--- config.mk ---
export PLATFORM = sky130hd
export DESIGN_NAME = switch_code_entry
export DESIGN_NICKNAME = d
export VERILOG_FILES = /design/src/rtl/switch_code_entry.sv
export SDC_FILE = /design/constraint.sdc
export NUM_CORES = 1
export LEC_CHECK = 0
export ABC_AREA = 1
export BUFFER_PORTS_ARGS = -buffer_cell sky130_fd_sc_hd__buf_4
export CAP_MARGIN = 15
export CORE_MARGIN = 2
export CORE_UTILIZATION = 52
export DETAILED_ROUTE_END_ITERATION = 10
export PLACE_DENSITY_LB_ADDON = 0.25
export SLEW_MARGIN = 0
export SYNTH_ARGS = -nofsm -noshare
export SYNTH_HDL_FRONTEND = slang
export SYNTH_SLANG_ARGS = --single-unit
--- constraint.sdc ---
create_clock -name clk -period 5.7 [get_ports clk]
set_input_delay 0.855 -clock clk [delete_from_list [all_inputs] [get_ports clk]]
set_output_delay 0.855 -clock clk [all_outputs]
set_load 0.02 [all_outputs]
--- src/rtl/switch_code_entry.sv ---
// Slide-switch code entry: synchronise and debounce the switches, turn each press
// into a digit and shift it into a DIGITS-deep code register with clear/delete.
module switch_code_entry #(
  parameter int NUM_SW    = 10,
  parameter int DIGITS    = 4,
  parameter int DIGIT_W   = 4,
  parameter int DEBOUNCE  = 4,
  parameter int ACTIVE_UP = 1
) (
  input  logic                         clk,
  input  logic                         RESET,
  input  logic [NUM_SW-1:0]            SW,
  input  logic                         CLEAR,
  input  logic                         DEL,
  output logic [NUM_SW-1:0]            SW_State,
  output logic [DIGIT_W-1:0]           Digit,
  output logic                         Digit_Valid,
  output logic [DIGITS*DIGIT_W-1:0]    Code,
  output logic [$clog2(DIGITS+1)-1:0]  Code_Cnt,
  output logic                         Code_Full,
  output logic                         Multi_Err,
  output logic                         Ovf_Err
);

  localparam int CNT_W  = $clog2(DIGITS+1);
  localparam int CODE_W = DIGITS*DIGIT_W;
  localparam int DB_W   = (DEBOUNCE > 1) ? $clog2(DEBOUNCE) : 1;
  localparam logic [NUM_SW-1:0] INACT = (ACTIVE_UP != 0) ? '0 : '1;

  typedef enum logic {ENTRY, FULL} state_t;

  state_t                state, state_nxt;
  logic [NUM_SW-1:0]     sync1, sync2;
  logic [DB_W-1:0]       db_cnt [NUM_SW];
  logic [NUM_SW-1:0]     flip, press;
  logic                  any_press, multi_press;
  logic [DIGIT_W-1:0]    press_idx;
  logic [CODE_W-1:0]     code_nxt;
  logic [CNT_W-1:0]      cnt_nxt;
  logic [DIGIT_W-1:0]    digit_nxt;
  logic                  dv_nxt, multi_nxt, ovf_nxt;

  always_ff @(posedge clk or posedge RESET) begin
    if (RESET) begin
      sync1 <= INACT;
      sync2 <= INACT;
    end else begin
      sync1 <= SW;
      sync2 <= sync1;
    end
  end

  // flip marks the edge on which the debounce count would reach DEBOUNCE
  always_comb begin
    for (int unsigned i = 0; i < NUM_SW; i++)
      flip[i] = (sync2[i] != SW_State[i]) && (db_cnt[i] == DB_W'(DEBOUNCE-1));
  end

  always_ff @(posedge clk or posedge RESET) begin
    if (RESET) begin
      SW_State <= INACT;
      for (int unsigned i = 0; i < NUM_SW; i++) db_cnt[i] <= '0;
    end else begin
      for (int unsigned i = 0; i < NUM_SW; i++) begin
        if (sync2[i] == SW_State[i]) begin
          db_cnt[i] <= '0;
        end else if (flip[i]) begin
          SW_State[i] <= sync2[i];
          db_cnt[i]   <= '0;
        end else begin
          db_cnt[i] <= db_cnt[i] + 1'b1;
        end
      end
    end
  end

  // A flip is a press when the new level is the active one
  always_comb begin
    press       = flip & ((ACTIVE_UP != 0) ? sync2 : ~sync2);
    any_press   = |press;
    multi_press = |(press & (press - NUM_SW'(1)));
    press_idx   = '0;
    for (int unsigned i = 0; i < NUM_SW; i++)
      if (press[i]) press_idx = DIGIT_W'(i);
  end

  always_comb begin
    state_nxt = state;
    code_nxt  = Code;
    cnt_nxt   = Code_Cnt;
    digit_nxt = Digit;
    dv_nxt    = 1'b0;
    multi_nxt = 1'b0;
    ovf_nxt   = 1'b0;
    if (CLEAR) begin
      code_nxt  = '0;
      cnt_nxt   = '0;
      state_nxt = ENTRY;
    end else if (DEL) begin
      if (Code_Cnt != '0) begin
        code_nxt  = Code >> DIGIT_W;
        cnt_nxt   = Code_Cnt - 1'b1;
        state_nxt = ENTRY;
      end
    end else if (multi_press) begin
      multi_nxt = 1'b1;
    end else if (any_press) begin
      case (state)
        ENTRY: begin
          code_nxt  = (Code << DIGIT_W) | CODE_W'(press_idx);
          cnt_nxt   = Code_Cnt + 1'b1;
          digit_nxt = press_idx;
          dv_nxt    = 1'b1;
          if (Code_Cnt == CNT_W'(DIGITS-1)) state_nxt = FULL;
        end
        FULL:    ovf_nxt = 1'b1;
        default: state_nxt = ENTRY;
      endcase
    end
  end

  always_ff @(posedge clk or posedge RESET) begin
    if (RESET) begin
      state       <= ENTRY;
      Code        <= '0;
      Code_Cnt    <= '0;
      Digit       <= '0;
      Digit_Valid <= 1'b0;
      Multi_Err   <= 1'b0;
      Ovf_Err     <= 1'b0;
    end else begin
      state       <= state_nxt;
      Code        <= code_nxt;
      Code_Cnt    <= cnt_nxt;
      Digit       <= digit_nxt;
      Digit_Valid <= dv_nxt;
      Multi_Err   <= multi_nxt;
      Ovf_Err     <= ovf_nxt;
    end
  end

  assign Code_Full = (state == FULL);

endmodule

# After elaboration in Yosys (flattened, before gate mapping)
# Cells that the tools add are included.
# totals
register_bits	77
latchBits	0
ramBits	0
mem_bits_ro	0
input_bits	14
word_cells	181
n_memories	0
# op_classes
add_sub_neg	13
multipliers	0
div_mod_pow	0
n_lt_le_gt_ge	0
eq_ne	34
shift	0
mux	61
bitwise	17
n_reduce_logical	27
# op_table
operator	count
2-to-1 mux 16 bit	6
2-to-1 mux 2 bit	22
2-to-1 mux 1 bit	21
2-to-1 mux 3 bit	7
adder 2 x 1 -> 2 bit, second input constant	10
AND 10 bit	2
equality test 2 bit, second input constant	10
2-to-1 mux 4 bit	5
AND reduction 2 bit	10
OR reduction 10 bit	2
OR 16 x 4 -> 16 bit	1
NOT 1 bit	14
equality test 1 bit	10
logical AND 1 bit	10
!= test 1 bit	10
subtractor 10 x 1 -> 10 bit, second input constant	1
!= test 3 bit, second input constant	2
nonzero test 3 bit	2
AND reduction 5 bit	1
AND reduction 4 bit	1
adder 3 x 1 -> 3 bit, second input constant	1
equality test 3 x 2 -> 1 bit, second input constant	1
!= test 3 x 2 -> 1 bit, second input constant	1
AND reduction 3 bit	1
subtractor 3 x 1 -> 3 bit, second input constant	1

# Depth between registers and ports, before layout
# depth
ltp_word	18
depth_mapped	15
mapped_depth_nobuf	15

# Worst setup path before layout
# Ideal clock, no wire load.
# synth_path
path_type	input -> register
start	input port DEL
end	register Code_Cnt[1]
t_arrival_ps	1758
t_required_ps	5626
setup_slack_ps	3868
cell_stages	8
cell_sequence	buf_2 inv_1 nor3_1 nand2_1 nand3_4 buf_6 nand2_2 o21ai_2
# synth_between
elab_chain_len	2
elab_cells_between_ends	7
# synth_lines
item	line_no	rtl
start: declaration	14	input logic DEL,
!= test 3 bit (no source line) (tied with other cells)	--	
AND reduction 4 bit (no source line) or 2-to-1 mux 3 bit (tied branches)	--	
end signal: assignment	134	Code_Cnt <= cnt_nxt;
end: declaration	19	output logic [$clog2(DIGITS+1)-1:0] Code_Cnt,
# Several ways; a longest one is shown, not always the timed one.
# A chain may end at the register's enable or synchronous reset.

# Worst setup path after layout
# layout_path
start	register db_cnt[6] in the netlist's numbering
end	register Code[6]
# layout_between
elab_chain_len	8
elab_cells_between_ends	10
# layout_lines
item	line_no	rtl
start: declaration	34	logic [DB_W-1:0] db_cnt [NUM_SW];
start signal: indexed assignment	71	db_cnt[i] <= db_cnt[i] + 1'b1;
equality test 2 bit *	56	flip[i] = (sync2[i] != SW_State[i]) && (db_cnt[i] == DB_W'(DEBOUNCE-1));
logical AND 1 bit *	56	
AND 10 bit *	79	press = flip & ((ACTIVE_UP != 0) ? sync2 : ~sync2);
subtractor 10 x 1 -> 10 bit	81	multi_press = |(press & (press - NUM_SW'(1)));
AND 10 bit	81	
OR reduction 10 bit	81	
!= test 3 bit (no source line)	--	
AND reduction 4 bit (no source line) *	--	
end signal: assignment	133	Code <= code_nxt;
end: declaration	18	output logic [DIGITS*DIGIT_W-1:0] Code,
# Mark *: on every way between the ends. The rest lies on a longest branch, timed or not.

==> results.ini <==
[sta]
fmax_ghz=0.444
hold_viol_final=0
setup_tns_ns=0
rsz0062_at_grt=no
finalCritPeriodShare_pct=39.5
finalClockSkew_ns=0.00901
worst_pin_slew_ns=0.929
drv_slew=0
period_needed_ns=2.25
setup_viol=0
relSlewSlack_pct=38.1

[placement]
numPortBuffers=50
hpwlAfterDp_microns=4270
place.gp.congestion=0.802

[clocking]
clk_pin_slew_ns=0.08
cts.sinks=77
htree_levels=3
hold_buffers=0
clockRootBuffer=clkbuf_8
clk_latency_ns=0.35
cts_resized=0
post-cts-setup-buffer-count=0
cts_buffer_depth=2
cts_tree=built
cts_buffers=9

[run_status]
status=complete, no violations

[cells_and_area]
final_common_cell=dfrtp_1
finalNetCount=416
diodes=0
drive_above_1_share_pct=33.3
final_cell_mix=dfrtp_1 (77), nand2_1 (65), buf_4 (51), inv_1 (29), nor2_1 (22)
syn_to_final_growth_pct=18.9

[global_routing]
grt_pass1_vias=2215
track_usage_pct=17.9
antenna_found_initial=0
overflow=0
grt_max_degree=78
grt_pass1_wl_microns=10000

[synth]
synth_seq_cells=77
synth_top_area_share_pct=55.8
yosysTopAreaCell=dfrtp_1
yosys_warnings=0
syn_avg_cell_area_sq_um=10.3
synth_seq_area_share_pct=55.8
synth_nets=361
syn_inst=336
yosysUniqueCellTypes=29
ys_top_cells_by_area=dfrtp_1 (56%), nand2_1 (7.1%), nand2_2 (3.8%), ha_1 (3.6%), o21ai_2 (3.5%)
syn_area_sq_um=3460

[drt]
dr.pass1.iters=4
viasPerCell=4.97
drt_iter0_drc=102
drtAntennaViolNets=0
vias=2350
drt_wl_total_microns=6060
drc_errors=0
wire_per_inst_microns=12.8

[power_and_ir_drop]
switching_share_pct=36.3
peakVddDrop_v=0.000287
seq_power_share_pct=42.0
pwr_density_cell_nw_per_um2=464
pwr-share-comb_pct=33.9
p_clk_share_pct=24.1
p_total_mw=1.91
power.switching_mw=0.692
p_int_mw=1.21
leakagePower_nw=2.09

[die]
core-area_sq_um=6390
num_rows=29
start_util_pct=54.1
die_area_sq_um=7310
num_io_pins=51
die_w_microns=85.5
die_h_microns=85.5

[critical_path]
startpoint=db_cnt[6]
worst_r2r_endpoint=Code[6]
startpoint_type=flip-flop
worstRegToRegCells=13
crit_cells=13
path_delay_family=simple AND/OR/NAND/NOR gates
endpoint=Code[6]
cp_data_required_time_ns=5.93
slowest_stage=nand3_4
cp_slowest_stage_delay_ns=0.41
reg2reg_setup_slack_ns=3.45
rr_startpoint=db_cnt[6]
arrival_ns=2.48
cp_common_cell=nand2_1
cp_cell_sequence=ha_1 -> nand2_1 -> nor2_1 -> inv_1 -> nand2_1 -> inv_2 -> nand3_2 -> nand2_1 -> nand3_2 -> nand2_2 -> nand3_4 -> nand2_2 -> o21ai_2
worstPathBufferInverterCount=2
path_class=flip-flop to flip-flop
cp-end-kind=flip-flop
critPathMaxFanout=32

[run]
drv_cap=0

[worst_hold_path]
hold_path.class=flip-flop to flip-flop

[routing by layer]
metal	vias up	GRT usage, %	routed length [microns]
met4	0	6.06	97
met1	1123	23.1	2750
li1	1173	-	-
met2	45	28.1	2920
met5	-	0	0
met3	9	6.64	294
[final cells by class]
cell class,instances,area [sq um]
Multi-Input combinational cell,212,1330
Timing Repair Buffer,51,383
Inverter,40,150
Fill cell,532,2280
Tap cell,77,96.3
Clock buffer,12,155
Sequential cell,77,1930
Clock inverter,4,70.1
[sequential cells by signal, summed over array words and instances (netlist names)]
name and count:
SW_State 10, Code 16, Ovf_Err 1, db_cnt 20, sync1 10, Digit 4, sync2 10, Code_Cnt 3
Digit_Valid 1, Code_Full 1, Multi_Err 1
[synthesized netlist by cell type (all sizes together)]
| master | count |
|---|---|
| xnor2 | 10 |
| nand3 | 15 |
| fa | 1 |
| dfrtp | 77 |
| a21oi | 2 |
| nand2 | 88 |
| or2 | 4 |
| inv | 39 |
| nor2 | 27 |
| clkbuf | 3 |
| nor3 | 11 |
| buf | 4 |
| a31oi | 1 |
| xor2 | 1 |
| ha | 10 |
| o21ai | 31 |
| o211ai | 11 |
| clkinv | 1 |
[worst min-delay path by stage]
| stage | start | endpoint | slack (ns) | cells after the start |
|---|---|---|---|---|
| 4_1_cts | sync1[6] | sync2[6] | 0.35 | 0 |
| 6_report | sync1[4] | sync2[4] | 0.35 | 0 |
| 2_1_floorplan | sync1[0] | sync2[0] | 0.33 | 0 |
| 3_5_place_dp | sync1[6] | sync2[6] | 0.33 | 0 |
| 3_3_place_gp | sync1[9] | sync2[9] | 0.33 | 0 |
| 5_1_grt | sync1[0] | sync2[0] | 0.36 | 0 |
[metrics by stage]
step                      cells  worst slack, ns  util (%)  hold WS [ns]  cell area [sq um]
after CTS                   473             3.43      64.4         0.352               4110
after global routing        473             3.25      64.4         0.357               4110
after global placement      457             3.38      60.8         0.332               3880
after detailed placement    457             3.31      60.8         0.335               3880
final                       473             3.45      64.4         0.350               4110
after floorplan             336             2.88         -         0.331               3460
[power groups by stage]
stage,Combinational [mW],Clock [mW],Sequential (mW)
6_report,0.646,0.459,0.802
3_5_place_dp,0.654,0,0.810
5_1_grt,0.718,0.495,0.819
4_1_cts,0.656,0.470,0.801
2_1_floorplan,0.390,0,0.874
3_3_place_gp,0.628,0,0.804
[logic make-up after synthesis]
| logic type | after synthesis | synth area share (%) |
|---|---|---|
| flip-flops | 77 | 55.8 |
| AO/OA/AOI/OAI | 45 | 8.87 |
| AND/OR/NAND/NOR | 145 | 22.6 |
| adder cells (fa/ha/maj) | 11 | 4.20 |
| XOR/XNOR | 11 | 2.79 |
| buffers and inverters | 47 | 5.79 |
No activity file was read; power rests on OpenSTA's default activity.
